==> src/rtl/alu_arbiter_pkg.sv <==
// Shared definitions for alu_arbiter: ALU op codes, FSM encoding, latched request
// record and the EXEC timer load helper.
package alu_arbiter_pkg;

  localparam int DataWidth = 32;
  localparam int OpWidth   = 5;
  localparam int CntWidth  = 4;

  localparam logic [OpWidth-1:0] ALUAnd       = 5'd0;
  localparam logic [OpWidth-1:0] ALUOr        = 5'd1;
  localparam logic [OpWidth-1:0] ALUXor       = 5'd2;
  localparam logic [OpWidth-1:0] ALUSignPlus  = 5'd3;
  localparam logic [OpWidth-1:0] ALUSignMinus = 5'd4;
  localparam logic [OpWidth-1:0] ALUEqual     = 5'd5;
  localparam logic [OpWidth-1:0] ALUNotEqual  = 5'd6;

  typedef enum logic [1:0] {
    IDLE = 2'd0,
    EXEC = 2'd1,
    RESP = 2'd2
  } arbState_e;

  typedef struct packed {
    logic [OpWidth-1:0]   op;
    logic [DataWidth-1:0] a;
    logic [DataWidth-1:0] b;
  } aluReq_t;

  // The EXEC timer counts down to zero, so it starts one below the cycle count.
  function automatic logic [CntWidth-1:0] execLoad(input int cycles);
    return CntWidth'(cycles - 1);
  endfunction

endpackage

==> src/rtl/alu_arbiter_rr_arbiter2.sv <==
// Two-way round-robin arbiter: grants are combinational, the last-grant pointer
// is the only state and points at port 1 out of reset so port 0 wins first.
module rr_arbiter2 (
  input  logic clk,
  input  logic rst,
  input  logic enable,
  input  logic valid0,
  input  logic valid1,
  output logic grant0,
  output logic grant1
);

  logic lastGrant;

  always_comb begin
    grant0 = 1'b0;
    grant1 = 1'b0;
    if (enable) begin
      if (valid0 && valid1) begin
        grant0 = lastGrant;
        grant1 = !lastGrant;
      end else begin
        grant0 = valid0;
        grant1 = valid1;
      end
    end
  end

  always_ff @(posedge clk) begin
    if (rst) begin
      lastGrant <= 1'b1;
    end else if (grant0) begin
      lastGrant <= 1'b0;
    end else if (grant1) begin
      lastGrant <= 1'b1;
    end
  end

endmodule

==> src/rtl/alu_arbiter.sv <==
// Shares one external ALU between two requesters: round-robin grant, fixed
// settle time, then a held response to the owning requester.
//
// state | meaning
// IDLE  | arbitrating; reqN_ready follows the grant
// EXEC  | ALU driven from latched operands, down-counter running
// RESP  | result held on the owner's rsp port until rspN_ready
module alu_arbiter
  import alu_arbiter_pkg::*;
#(
  parameter int EXEC_CYCLES = 1
) (
  input  logic                 clk,
  input  logic                 rst,
  input  logic                 req0_valid,
  output logic                 req0_ready,
  input  logic [OpWidth-1:0]   req0_op,
  input  logic [DataWidth-1:0] req0_a,
  input  logic [DataWidth-1:0] req0_b,
  output logic                 rsp0_valid,
  input  logic                 rsp0_ready,
  output logic [DataWidth-1:0] rsp0_out,
  output logic                 rsp0_zero,
  input  logic                 req1_valid,
  output logic                 req1_ready,
  input  logic [OpWidth-1:0]   req1_op,
  input  logic [DataWidth-1:0] req1_a,
  input  logic [DataWidth-1:0] req1_b,
  output logic                 rsp1_valid,
  input  logic                 rsp1_ready,
  output logic [DataWidth-1:0] rsp1_out,
  output logic                 rsp1_zero,
  output logic [OpWidth-1:0]   alu_op,
  output logic [DataWidth-1:0] alu_a,
  output logic [DataWidth-1:0] alu_b,
  input  logic [DataWidth-1:0] alu_out,
  input  logic                 alu_zero,
  output logic                 busy
);

  arbState_e           state;
  logic                ownerId;
  aluReq_t             latched;
  logic [CntWidth-1:0] cnt;
  logic                grant0;
  logic                grant1;
  logic                rspFire;

  // Gated with rst so no ready can leak out while reset is held.
  rr_arbiter2 uArb (
    .clk    (clk),
    .rst    (rst),
    .enable ((state == IDLE) && !rst),
    .valid0 (req0_valid),
    .valid1 (req1_valid),
    .grant0 (grant0),
    .grant1 (grant1)
  );

  assign req0_ready = grant0;
  assign req1_ready = grant1;

  assign alu_op = latched.op;
  assign alu_a  = latched.a;
  assign alu_b  = latched.b;

  assign rspFire = (rsp0_valid && rsp0_ready) || (rsp1_valid && rsp1_ready);

  always_ff @(posedge clk) begin
    if (rst) begin
      state      <= IDLE;
      ownerId    <= 1'b0;
      latched    <= '0;
      cnt        <= '0;
      busy       <= 1'b0;
      rsp0_valid <= 1'b0;
      rsp0_out   <= '0;
      rsp0_zero  <= 1'b0;
      rsp1_valid <= 1'b0;
      rsp1_out   <= '0;
      rsp1_zero  <= 1'b0;
    end else begin
      case (state)
        IDLE: begin
          if (grant0 || grant1) begin
            ownerId <= grant1;
            latched <= grant1 ? aluReq_t'{req1_op, req1_a, req1_b}
                              : aluReq_t'{req0_op, req0_a, req0_b};
            cnt     <= execLoad(EXEC_CYCLES);
            busy    <= 1'b1;
            state   <= EXEC;
          end
        end
        EXEC: begin
          if (cnt == '0) begin
            state <= RESP;
            if (ownerId) begin
              rsp1_valid <= 1'b1;
              rsp1_out   <= alu_out;
              rsp1_zero  <= alu_zero;
            end else begin
              rsp0_valid <= 1'b1;
              rsp0_out   <= alu_out;
              rsp0_zero  <= alu_zero;
            end
          end else begin
            cnt <= cnt - 1'b1;
          end
        end
        RESP: begin
          // Results are cleared on handshake so idle rsp ports read as zero.
          if (rspFire) begin
            state      <= IDLE;
            busy       <= 1'b0;
            rsp0_valid <= 1'b0;
            rsp0_out   <= '0;
            rsp0_zero  <= 1'b0;
            rsp1_valid <= 1'b0;
            rsp1_out   <= '0;
            rsp1_zero  <= 1'b0;
          end
        end
        default: begin
          state <= IDLE;
          busy  <= 1'b0;
        end
      endcase
    end
  end

endmodule

==> config.mk <==
export PLATFORM = sky130hd
export DESIGN_NAME = alu_arbiter
export DESIGN_NICKNAME = d
export VERILOG_FILES = /design/src/rtl/alu_arbiter_pkg.sv /design/src/rtl/alu_arbiter_rr_arbiter2.sv /design/src/rtl/alu_arbiter.sv
export SDC_FILE = /design/constraint.sdc
export NUM_CORES = 1
export LEC_CHECK = 0
export BUFFER_PORTS_ARGS = -buffer_cell sky130_fd_sc_hd__buf_2
export CORE_AREA = 5 5 126 140
export DETAILED_ROUTE_END_ITERATION = 8
export DIE_AREA = 0 0 131 145
export PLACE_DENSITY = 0.76
export SLEW_MARGIN = 20
export SYNTH_ARGS = -nofsm -noshare
export SYNTH_HDL_FRONTEND = slang
export SYNTH_SLANG_ARGS = --single-unit
==> constraint.sdc <==
create_clock -name clk -period 4.2 [get_ports clk]
set_input_delay 0.84 -clock clk [delete_from_list [all_inputs] [get_ports clk]]
set_output_delay 0.84 -clock clk [all_outputs]
set_load 0.05 [all_outputs]
==> results.sh <==
export IMPL_finalPower_uw=3887
export IMPL_vias_in_the_first_global_route=6992
export IMPL_synthesis_area_per_instance_um2=8.937
export IMPL_synth_area_leader_cell="sky130_fd_sc_hd__dfxtp_1"
export IMPL_path_class="primary input to output pin"
export IMPL_dr_pass1_iters=4
export IMPL_pin_count=317
export IMPL_synthToLayoutAreaGrowth_pct=29.06
export IMPL_placement_rows=49
export IMPL_die_area_um2=19000
export IMPL_route_final_wire_length_mm=23.01
export IMPL_worst_ep_arrival_time_ns=2.15
export IMPL_setup_crit_start_kind="primary input"
export IMPL_postSynthCellCount=790
export IMPL_synth_edff_count=0
export IMPL_final_period_minus_worst_setup_slack_ns=2.991
export IMPL_netlist_top_cells_area="sky130_fd_sc_hd__dfxtp_1 41%, sky130_fd_sc_hd__a311oi_1 8.6%, sky130_fd_sc_hd__nor3_1 7.5%"
export IMPL_mean_number_of_vias_per_cell=5.928
export IMPL_global_route_wire_length_before_repair_mm=35.69
export IMPL_cp_data_required_time_ns=3.36
export IMPL_synth_top_area_share_pct=41.40
export IMPL_num_fill_cells=1491
export IMPL_timing_final_max_slew_violations=0
export IMPL_hpwlAfterDp_mm=14.86
export IMPL_maxCapViolations=0
export IMPL_critPathCaptureType="output pin"
export IMPL_master_cell_of_the_clock_root_buffer="sky130_fd_sc_hd__clkbuf_16"
export IMPL_clock_tree_from_tritoncts="yes"
export IMPL_mostFrequentLayoutCells="315 x sky130_fd_sc_hd__buf_2, 146 x sky130_fd_sc_hd__dfxtp_1, 105 x sky130_fd_sc_hd__nor3_1"
export IMPL_synthesis_area_um2=7061
export IMPL_final_common_cell="sky130_fd_sc_hd__buf_2"
export IMPL_detailedRoute_firstIterationViolations=421
export IMPL_detailroute_via_count=7398
export IMPL_place_port_buffers=316
export IMPL_fmax_ghz=0.3343
export IMPL_synth_distinct_cells=38
export IMPL_clkSlewWorstSetupHoldPaths_ns=0.06
export IMPL_timing_critical_path_fanout_max=62
export IMPL_antenna_violating_nets_post_route=0
export IMPL_core_area_um2=16060
export IMPL_synth_main_ff_cell="sky130_fd_sc_hd__dfxtp_1"
export IMPL_hold_path_class="flip-flop to flip-flop"
export IMPL_floorplan_initialDensity_pct=43.96
export IMPL_pwrdens_nw_per_um2=426.6
export IMPL_die_height_um=145
export IMPL_routed_wire_per_std_cell_um=18.43
export IMPL_grt_antenna_before_repair=1
export IMPL_max_clock_path_buffers=2
export IMPL_setup_tns_ns=0
export IMPL_yosysWarnings=0
export IMPL_worst_slew_pin_transition_ns=0.9928
export IMPL_post_route_period_util_pct=71.22
export IMPL_vdd_ir_drop_worst_uv=256.0
export IMPL_max_slew_margin_pct=33.71
export IMPL_clkLatencyLatePin_ns=0.41
export IMPL_share_of_synthesized_area_occupied_by_flip_flops_and_latches_pct=41.40
export IMPL_holdWs_ns=0.4723
export IMPL_htree_levels=4
export IMPL_run_status="finished clean"
export IMPL_report_final_setup_viol=0
export IMPL_grt_util_all_layers_pct=22.69
export IMPL_cellLeakagePower_uw=0.003928
export IMPL_rsz_0062_raised_after_global_routing="no"
export IMPL_hold_viol=0
export IMPL_post_cts_resized=0
export IMPL_post_cts_setup_buffer_count=0
export IMPL_mappedNetlistNets=968
export IMPL_final_net_count=1208
export IMPL_ys_seq_elements=146
export IMPL_synth_async_sr_flop_share_pct=0
export IMPL_global_placement_routability_congestion=0.8203
export IMPL_finish_utilization_pct=56.73
export IMPL_grt_start_max_net_pins=87
export IMPL_total_clock_buffers_created_by_cts=17
export IMPL_grt_remaining_overflow=0
export IMPL_route_detailed_drc=0
export IMPL_die_x_um=131
export IMPL_drive_above_1_share_pct=38.83
export IMPL_clkSinkCount=146
export IMPL_hold_buf_cts=0
export IMPL_timing_clock_skew_ns=0.01189
==> through the flow <==
stage | worst slack, ns | cells | cell area [um2]
2_1_floorplan | 0.4722 | 790 | 7061
3_3_place_gp | 1.004 | 1215 | 8553
3_5_place_dp | 0.8902 | 1215 | 8553
4_1_cts | 1.220 | 1247 | 9110
5_1_grt | 1.085 | 1247 | 9110
6_report | 1.209 | 1248 | 9112
==> area by class of cell <==
| cell class | count | area, um2 | area share (%) |
|---|---|---|---|
| diodes | 1 | 2.502 | 0.02746 |
| clock buffers | 21 | 450.4 | 4.943 |
| clock inverters | 11 | 106.4 | 1.167 |
| inverters | 41 | 153.9 | 1.689 |
| multi-input cells | 493 | 3521 | 38.64 |
| flip-flops and latches | 146 | 2923 | 32.07 |
| well taps | 204 | 255.2 | 2.801 |
| repair buffers | 331 | 1700 | 18.66 |
==> worst paths after layout <==
check | startpoint | to | slack, ns | cells past startpoint
max | rst | req1_ready | 1.21 | 5
min | busy$_SDFFE_PP0P_ | busy$_SDFFE_PP0P_ | 0.47 | 2
max reg2reg | state[0]$_SDFFE_PP0P_ | alu_b[8]$_SDFFE_PP0P_ | 1.50 | 5
min reg2reg | busy$_SDFFE_PP0P_ | busy$_SDFFE_PP0P_ | 0.47 | 2
==> per-layer routing <==
layer  vias to the layer above  track usage, %  share of wire (%)  wire length [um]
li1                       3507               -                  -                 -
met1                      3449           29.72                 40              9150
met2                       387           35.47                 47             10890
met3                        55           5.551                9.8              2255
met4                         0           9.414                3.1               709
met5                         -               0                  0                 0
==> state kept, by name, summed over array words and instances, names as in the netlist, 2 cells and up <==
| register | cells |
|---|---|
| alu_op | 5 |
| state | 2 |
| rsp1_out | 32 |
| cnt | 4 |
| alu_a | 32 |
| rsp0_out | 32 |
| alu_b | 32 |
==> power breakdown <==
| part | total [uW] | internal, uW | switching, uW | leakage (uW) |
|---|---|---|---|---|
| logic | 917 | 259 | 658 | 0.00248 |
| clock network | 1440 | 835 | 605 | 0.000252 |
| registers | 1530 | 1480 | 52.7 | 0.00119 |
| total | 3890 | 2570 | 1320 | 0.00393 |
==> cells by family (layout without fill, tap and decap cells) <==
logic type               after synthesis  in the layout  share of synthesized area, %
AND/OR/NAND/NOR                      269            269                         21.66
multiplexers                          34             34                         5.423
other                                  0              1                             0
buffers and inverters                151            404                         9.321
adder cells (fa/ha/maj)                1              1                        0.1772
flip-flops                           146            146                         41.40
AO/OA/AOI/OAI                        189            189                         22.03
==> cells in the mapped netlist (10+ instances only) <==
library cell / instances
sky130_fd_sc_hd__o32ai_1: 33
sky130_fd_sc_hd__buf_2: 10
sky130_fd_sc_hd__clkbuf_1: 77
sky130_fd_sc_hd__nand2b_1: 37
sky130_fd_sc_hd__a311oi_1: 69
sky130_fd_sc_hd__nand4_1: 69
sky130_fd_sc_hd__nor2b_1: 38
sky130_fd_sc_hd__mux2_2: 34
sky130_fd_sc_hd__inv_1: 40
sky130_fd_sc_hd__o31ai_1: 70
sky130_fd_sc_hd__dfxtp_1: 146
sky130_fd_sc_hd__nor2_1: 10
sky130_fd_sc_hd__buf_1: 11
sky130_fd_sc_hd__nor3_1: 106
==> critical path, stage by stage <==
cell	delay (ns)
sky130_fd_sc_hd__buf_6	0.20
sky130_fd_sc_hd__or3_4	0.45
sky130_fd_sc_hd__or2_2	0.33
sky130_fd_sc_hd__inv_1	0.05
sky130_fd_sc_hd__buf_2	0.25
Power figures use the tool's default switching activity.
